`config.mk`:
```
export PLATFORM = sky130hd
export DESIGN_NAME = rom_arbiter
export DESIGN_NICKNAME = d
export VERILOG_FILES = /design/src/rtl/rom_arbiter.sv
export SDC_FILE = /design/constraint.sdc
export NUM_CORES = 1
export LEC_CHECK = 0
export BUFFER_PORTS_ARGS = -buffer_cell sky130_fd_sc_hd__buf_2
export CAP_MARGIN = 20
export CORE_MARGIN = 2
export CORE_UTILIZATION = 45
export CTS_CLUSTER_DIAMETER = 50
export DETAILED_ROUTE_END_ITERATION = 7
export PLACE_DENSITY = 0.84
export SLEW_MARGIN = 20
export SYNTH_ARGS = -nofsm -noshare
export SYNTH_HDL_FRONTEND = slang
export SYNTH_SLANG_ARGS = --single-unit
```
`constraint.sdc`:
```
create_clock -name clk -period 5.3 [get_ports clk]
set_clock_uncertainty 0.2 [all_clocks]
set_input_delay 0.795 -clock clk [delete_from_list [all_inputs] [get_ports clk]]
set_output_delay 0.795 -clock clk [all_outputs]
set_load 0.01 [all_outputs]
```
`src/rtl/rom_arbiter.sv`:
```
// rom_arbiter: round-robin two-master arbiter and sequencer in front of a single-port ROM.
// Latency: ROM strobed 1 cycle after as_ is sampled; rdy_ 2 cycles after if the ROM answers at once.
// Backpressure: one access in flight; losers hold as_ low until granted; a silent ROM is aborted after TIMEOUT.
module rom_arbiter #(
  parameter int ADDR_W  = 11,
  parameter int DATA_W  = 32,
  parameter int TIMEOUT = 15
) (
  input  logic              clk,
  input  logic              reset,
  input  logic              m0_as_,
  input  logic [ADDR_W-1:0] m0_addr,
  input  logic              m0_lock_,
  output logic              m0_grnt_,
  output logic              m0_rdy_,
  input  logic              m1_as_,
  input  logic [ADDR_W-1:0] m1_addr,
  input  logic              m1_lock_,
  output logic              m1_grnt_,
  output logic              m1_rdy_,
  output logic [DATA_W-1:0] m_rd_data,
  output logic              rom_cs_,
  output logic              rom_as_,
  output logic [ADDR_W-1:0] rom_addr,
  input  logic              rom_rdy_,
  input  logic [DATA_W-1:0] rom_rd_data,
  output logic              timeout_err
);

  // The wait counter is 8 bits wide because TIMEOUT never exceeds 255.
  localparam logic [7:0] TMO = 8'(TIMEOUT);

  typedef enum logic [1:0] {
    S_IDLE   = 2'd0,
    S_ACCESS = 2'd1,
    S_WAIT   = 2'd2
  } state_e;

  state_e            state_q, state_d;
  logic              owner_q, owner_d;       // 0 = m0, 1 = m1
  logic              last_q, last_d;         // master served most recently
  logic              lock_vld_q, lock_vld_d;
  logic              lock_id_q, lock_id_d;
  logic [7:0]        cnt_q, cnt_d;
  logic [ADDR_W-1:0] addr_q, addr_d;
  logic              err_q, err_d;

  logic elig0, elig1, grant_vld, grant_id;
  logic done_ok, timed_out, finish;
  logic owner_lock_n, lock_as_n;

  // A held lock restricts eligibility to the lock owner; ties go to the master not served last.
  assign elig0     = !m0_as_ && (!lock_vld_q || (lock_id_q == 1'b0));
  assign elig1     = !m1_as_ && (!lock_vld_q || (lock_id_q == 1'b1));
  assign grant_vld = (state_q == S_IDLE) && (elig0 || elig1);
  assign grant_id  = (elig0 && elig1) ? ~last_q : elig1;

  // A ROM answer wins over a timeout that lands in the same cycle.
  assign done_ok      = (state_q == S_WAIT) && !rom_rdy_;
  assign timed_out    = (state_q == S_WAIT) && rom_rdy_ && (cnt_q == TMO);
  assign finish       = done_ok || timed_out;
  assign owner_lock_n = owner_q ? m1_lock_ : m0_lock_;
  assign lock_as_n    = lock_id_q ? m1_as_ : m0_as_;

  assign rom_addr    = addr_q;
  assign timeout_err = err_q;

  // State register.
  always_ff @(posedge clk or negedge reset) begin
    if (!reset) state_q <= S_IDLE;
    else        state_q <= state_d;
  end

  // Next-state logic: IDLE -> ACCESS on a grant, ACCESS -> WAIT always, WAIT -> IDLE on rdy or abort.
  always_comb begin
    state_d = state_q;
    case (state_q)
      S_IDLE:   if (grant_vld) state_d = S_ACCESS;
      S_ACCESS: state_d = S_WAIT;
      S_WAIT:   if (finish) state_d = S_IDLE;
      default:  state_d = S_IDLE;
    endcase
  end

  // Outputs: grant held through ACCESS/WAIT, strobes only in ACCESS, rdy_ and data only on completion.
  always_comb begin
    m0_grnt_  = 1'b1;
    m1_grnt_  = 1'b1;
    m0_rdy_   = 1'b1;
    m1_rdy_   = 1'b1;
    rom_cs_   = 1'b1;
    rom_as_   = 1'b1;
    m_rd_data = '0;
    if (state_q != S_IDLE) begin
      if (owner_q) m1_grnt_ = 1'b0;
      else         m0_grnt_ = 1'b0;
    end
    if (state_q == S_ACCESS) begin
      rom_cs_ = 1'b0;
      rom_as_ = 1'b0;
    end
    if (finish) begin
      if (owner_q) m1_rdy_ = 1'b0;
      else         m0_rdy_ = 1'b0;
    end
    if (done_ok) m_rd_data = rom_rd_data;
  end

  // Datapath next state: owner/address capture, wait counter, round-robin pointer, lock and error flag.
  always_comb begin
    owner_d    = owner_q;
    last_d     = last_q;
    lock_vld_d = lock_vld_q;
    lock_id_d  = lock_id_q;
    cnt_d      = cnt_q;
    addr_d     = addr_q;
    err_d      = err_q;
    case (state_q)
      S_IDLE: begin
        if (lock_vld_q && lock_as_n) lock_vld_d = 1'b0;
        if (grant_vld) begin
          owner_d = grant_id;
          addr_d  = grant_id ? m1_addr : m0_addr;
        end
      end
      S_ACCESS: cnt_d = '0;
      S_WAIT: begin
        cnt_d = cnt_q + 8'd1;
        if (finish) last_d = owner_q;
        if (done_ok && !owner_lock_n) begin
          lock_vld_d = 1'b1;
          lock_id_d  = owner_q;
        end
        if (timed_out) err_d = 1'b1;
      end
      default: ;
    endcase
  end

  // Datapath registers; the pointer resets to m1 so m0 wins the first tie.
  always_ff @(posedge clk or negedge reset) begin
    if (!reset) begin
      owner_q    <= 1'b0;
      last_q     <= 1'b1;
      lock_vld_q <= 1'b0;
      lock_id_q  <= 1'b0;
      cnt_q      <= '0;
      addr_q     <= '0;
      err_q      <= 1'b0;
    end else begin
      owner_q    <= owner_d;
      last_q     <= last_d;
      lock_vld_q <= lock_vld_d;
      lock_id_q  <= lock_id_d;
      cnt_q      <= cnt_d;
      addr_q     <= addr_d;
      err_q      <= err_d;
    end
  end

endmodule

```
==> flow_summary.yaml, run 1 <==
run_status:
  status: "finished clean"
finish:
  fill_cells: 298
  area_delta_synth_final_pct: 37.60
  nets: 346
  diodes: 0
  layout-drive-gt1-share_pct: 47.31
synth:
  yosysWarnings: 0
  ys_ff_latch: 26
  synth_top_area_share_pct: 38.14
  synth_edf_count: 0
  syn_area_sq_um: 1640
  ys_seq_area_share_pct: 39.74
  ys.flop_type: "dfrtp_1"
  syn_avg_cell_area_sq_um: 9.320
  synth_cell_types: 36
  async_flop_share_pct: 100.0
  synth_area_leaders: "dfrtp_1 38%, and3_1 13%, mux2i_1 9.2%"
  synth.net_count: 242
  syn_inst: 176
  yosys.area.top_type: "dfrtp_1"
route:
  drtIter0Drc: 68
  vias: 1640
  wire_per_inst_um: 12.68
  vias_per_cell: 5.046
  drc: 0
  wl_um: 4122
  antenna_left: 0
  dr.pass1.iters: 4
placed_design:
  dp_hpwl_um: 3174
  place.gp.congestion: 0.7146
  portBuffers: 110
critical_path:
  path_depth: 5
  cp_slowest_cell: "ha_2"
  critPathArrivalTime_ns: 1.98
  endpoint_kind: "output pin"
  crit_fanout: 43
  crit_type: "flip-flop to output pin"
  crit_family: "adder cells"
  max_stage_delay_ns: 0.57
  cp_cell_sequence: "inv_1 -> ha_2 -> o21ai_1 -> or2_1 -> buf_2"
  start_kind: "flip-flop"
  path_buf_inv: 2
  required_ns: 4.30
  r2r_cells: 6
global_route:
  grt_pass1_wl_um: 6824
  grt_overflow: 0
  antenna_found_initial: 0
  grt_max_degree: 44
  grt_use_total_pct: 20.74
  grt_pass1_vias: 1561
sta:
  period_minus_slack_ns: 2.972
  max_freq_mhz: 336.4
  hold_viol_final: 0
  drv_slew: 0
  fin_hold_ws_ns: 0.2409
  finalCritPeriodShare_pct: 56.08
  setup_violations: 0
  slew_headroom_pct: 52.85
  rsz0062_at_grt: "false"
  tns_ns: 0
  tightest_slew_ns: 0.7039
clock_network:
  h-tree-depth: 1
  clock-sinks: 26
  cts_resized: 0
  cts_root_buf: "clkbuf_4"
  tritoncts: "yes"
  ctsHoldBuffers: 0
  cts.path.max_buffers: 2
  insertion_delay_ns: 0.32
  clkTransAtPathRegs_ns: 0.15
  post_cts.repair.setup_buffers: 0
  cts_made_buffers: 3
floorplanning:
  core_area_sq_um: 3416
  num_rows: 21
  initial_utilization_pct: 48.02
  die_h_um: 64.38
  die-area_sq_um: 4144
  die_width_um: 64.38
  pin_count: 111
worst_hold_path:
  hold_class: "primary input to asynchronous set/reset pin"
job:
  max_cap_viol_count: 0
power_and_ir_drop:
  power_density_nw_per_um2: 412.9
  vdd_drop_max_mv: 0.1826
  leakage_uw: 0.001349
-- power breakdown --
group,internal (uW),total [uW],switching [uW],leakage [uW]
Sequential,266,310,44.6,0.000331
Clock,76.5,139,62.1,0.0000279
Combinational,200,483,283,0.000990
Total,542,932,390,0.00135
-- cell families (layout without fill, tap and decap cells) --
family | after synthesis | after routing | synth area share [%]
xor+xnor | 1 | 1 | 0.5340
simple gates | 70 | 70 | 23.11
buf+inv | 21 | 124 | 5.874
fa+ha+maj | 5 | 5 | 3.814
mux | 17 | 17 | 10.53
compound gates | 36 | 36 | 16.40
flops | 26 | 26 | 39.74
-- routing by layer --
metal / global-route usage (%) / share of wire [%]
met3: 4.754 / 3.7
met1: 24.08 / 42
met4: 3.457 / 0.41
met5: 0 / 0
met2: 39.06 / 54
-- flip-flops by register name (all words and copies together), names as in the netlist --
signal and count:
cnt_q 8, last_q 1, lock_id_q 1, lock_vld_q 1
owner_q 1, rom_addr 11, state_q 2, timeout_err 1
-- final cells by class --
class                   instances  area, sq um  share of cell area [%]
multi-input cells             129        903.4                   40.02
flip-flops and latches         26        651.9                   28.88
clock buffers                   3        22.52                  0.9978
repair buffers                111        558.0                   24.72
inverters                       9        33.78                   1.497
clock inverters                 1        30.03                   1.330
well taps                      46        57.56                   2.550
-- final timing paths --
kind                       slack, ns           to         from
setup / recovery                2.33      m0_rdy_   state_q[0]
hold / removal                  0.24  rom_addr[3]        reset
setup reg to reg                2.94   state_q[1]   state_q[0]
hold reg to reg                 0.28  timeout_err  timeout_err
max in group asynchronous       4.28       last_q        reset
min in group clk                0.28  timeout_err  timeout_err
-- cells in the mapped netlist, types with 2 or more instances --
| library cell | number |
|---|---|
| inv_1 | 7 |
| dfrtp_1 | 25 |
| and3_1 | 33 |
| nand2_1 | 19 |
| or2_1 | 2 |
| buf_2 | 2 |
| mux2_1 | 2 |
| a21oi_1 | 3 |
| o21ai_0 | 6 |
| nand3_1 | 5 |
| ha_1 | 5 |
| o21ai_2 | 9 |
| mux2i_1 | 15 |
| clkbuf_1 | 7 |
| buf_4 | 2 |
| nor2_1 | 4 |
| inv_2 | 2 |
| nand2b_1 | 3 |
| o31ai_1 | 2 |
| o21ai_1 | 6 |
| a22o_1 | 2 |
-- through the flow --
stage	instance area, sq um	utilization, %	worst slack [ns]	std cells	total power, uW
finish	2257	66.08	2.328	325	932.0
global route	2257	66.08	2.117	325	1014
CTS	2246	65.75	1.982	325	933.4
detailed placement	2193	64.21	2.378	321	795.7
global placement	2193	64.21	2.411	321	779.5
floorplan	1640	-	2.987	176	647.0
-- placed cells by master, fill, tap and decap left out, types with 2 or more instances in the layout --
| cell | n |
|---|---|
| or2_1 | 2 |
| nand2_1 | 19 |
| buf_2 | 110 |
| o21ai_1 | 6 |
| o21ai_2 | 9 |
| nand3_1 | 5 |
| ha_1 | 4 |
| o21ai_0 | 6 |
| a21oi_1 | 3 |
| and3_1 | 33 |
| inv_2 | 2 |
| clkbuf_4 | 3 |
| o31ai_1 | 2 |
| nand2b_1 | 3 |
| mux2i_1 | 15 |
| mux2_1 | 2 |
| a22o_1 | 2 |
| inv_1 | 7 |
| dfrtp_1 | 25 |
| nor2_1 | 4 |
No activity file was read; power rests on OpenSTA's default activity.
==> inputs of run 2 (changes only) <==
Settings changed: CORE_UTILIZATION 45 to 42, PLACE_DENSITY 0.84 to 0.79.
Clock period 5.3 ns to 3 ns, I/O delays scaled along.
==> run 2 against run 1 <==
Against the previous run: combinational power grew 80%; first-iteration DRC count increased by 13%; non-clock buffer count rose by 3; sequential power up 76%; cell area increased by 1.2%; count of clock-buffer cells in the layout is 1 higher; critical path depth is the same; worst hold slack lost 0.020 ns; final cell count rose by 1.5%; via count is 3.1% higher; total power rose by 75%.
==> flow_summary.yaml, run 2 (same netlist as run 1, synthesis figures left out) <==
run_status:
  status: "finished clean"
clock_network:
  ctsHoldBuffers: 1
  insertion_delay_ns: 0.27
  clkTransAtPathRegs_ns: 0.09
  cts_made_buffers: 3
  cts_root_buf: "clkbuf_8"
  cts.path.max_buffers: 2
  post_cts.repair.setup_buffers: 0
  tritoncts: "yes"
  cts_resized: 0
  h-tree-depth: 1
  clock-sinks: 26
floorplanning:
  die-area_sq_um: 4422
  num_rows: 22
  die_width_um: 66.50
  initial_utilization_pct: 44.14
  core_area_sq_um: 3716
  die_h_um: 66.50
  pin_count: 111
route:
  wl_um: 4288
  drtIter0Drc: 77
  vias_per_cell: 5.124
  wire_per_inst_um: 12.99
  wl_met3_um: 368
  antenna_left: 0
  wl_met1_um: 1737
  dr.pass1.iters: 4
  wl_met2_um: 2131
  drc: 0
  highest_layer: "met4"
  vias: 1691
finish:
  multi_input_area_sq_um: 900.9
  seqCellArea_sq_um: 651.9
  layout-drive-gt1-share_pct: 47.16
  mostFrequentLayoutCells: "110 x buf_2, 33 x and3_1, 25 x dfrtp_1"
  area_delta_synth_final_pct: 39.28
  diodes: 0
  final_common_cell: "buf_2"
  nets: 349
  fill_cells: 333
  fin_util_pct: 61.48
  fin_cells: 330
  largest_register_ffs: 11
critical_path:
  critPathArrivalTime_ns: 1.98
  crit_fanout: 29
  crit_type: "flip-flop to output pin"
  required_ns: 2.35
  start_kind: "flip-flop"
  endpoint_kind: "output pin"
sta:
  max_freq_mhz: 380.3
  finalCritPeriodShare_pct: 87.64
  period_minus_slack_ns: 2.629
  tns_ns: 0
  tightest_slew_ns: 0.7460
  post-route-worst-setup-slack_ns: 0.3707
  rsz0062_at_grt: "false"
  hold_viol_final: 0
  drv_slew: 0
  slew_headroom_pct: 50.26
  fin_hold_ws_ns: 0.2209
  setup_violations: 0
placed_design:
  place.gp.congestion: 0.8057
  placed_cells: 325
  dp_hpwl_um: 3361
  portBuffers: 110
  dp_slack_ns: 0.5887
global_route:
  grt_overflow: 0
  grt_use_total_pct: 19.58
  antenna_found_initial: 0
  grt_pass1_vias: 1537
  grt_max_degree: 36
  grt_pass1_wl_um: 6575
worst_hold_path:
  hold_class: "primary input to flip-flop"
power_and_ir_drop:
  power_density_nw_per_um2: 715.9
  vdd_drop_max_mv: 0.4618
  leakage_uw: 0.001366
job:
  max_cap_viol_count: 0
run 2: cell count changes in the layout (fill, tap and decap cells not counted):
| cell | before | now |
|---|---|---|
| ha_2 | 1 | 0 |
| dlygate4sd3_1 | 0 | 1 |
| clkbuf_4 | 3 | 0 |
| ha_1 | 4 | 5 |
| bufinv_16 | 1 | 0 |
| buf_4 | 1 | 3 |
| clkbuf_8 | 0 | 4 |
run 2: metal layers:
| layer | track usage, % | vias up |
|---|---|---|
| li1 | - | 836 |
| met1 | 21.56 | 763 |
| met2 | 37.50 | 88 |
| met3 | 3.378 | 4 |
| met4 | 6.378 | 0 |
| met5 | 0 | - |
run 2: power breakdown:
part | total (uW) | switching [uW] | internal [uW]
registers | 546 | 76.2 | 470
logic | 867 | 502 | 365
clock network | 223 | 105 | 117
run 2: area by class of cell:
cell class                 count  area share [%]
inverter                       9           1.479
multi-input combinational    129           39.43
tap                           48           2.629
timing repair buffer         114           25.52
clock buffer                   4           2.410
sequential                    26           28.53
run 2: final timing paths:
kind,depth (start not counted),slack (ns),startpoint,end
max,5,0.37,state_q[0],m_rd_data[13]
min,3,0.22,m0_lock_,lock_id_q
max reg2reg,6,0.59,state_q[0],state_q[1]
min reg2reg,1,0.27,timeout_err,timeout_err
max in group asynchronous,2,1.72,reset,rom_addr[1]
min in group asynchronous,2,0.50,reset,lock_id_q
run 2: critical path, cell delays in order, from the launching register on:
cell and delay, ns:
dfrtp_1 0.40, inv_1 0.10, ha_1 0.65, buf_4 0.27, and3_1 0.16, buf_2 0.13
run 2: metrics by stage:
stage | area, sq um | power [uW]
floorplan | 1640 | 1143
global route | 2285 | 1780
finish | 2285 | 1636
detailed placement | 2211 | 1423
global placement | 2211 | 1392
CTS | 2276 | 1650
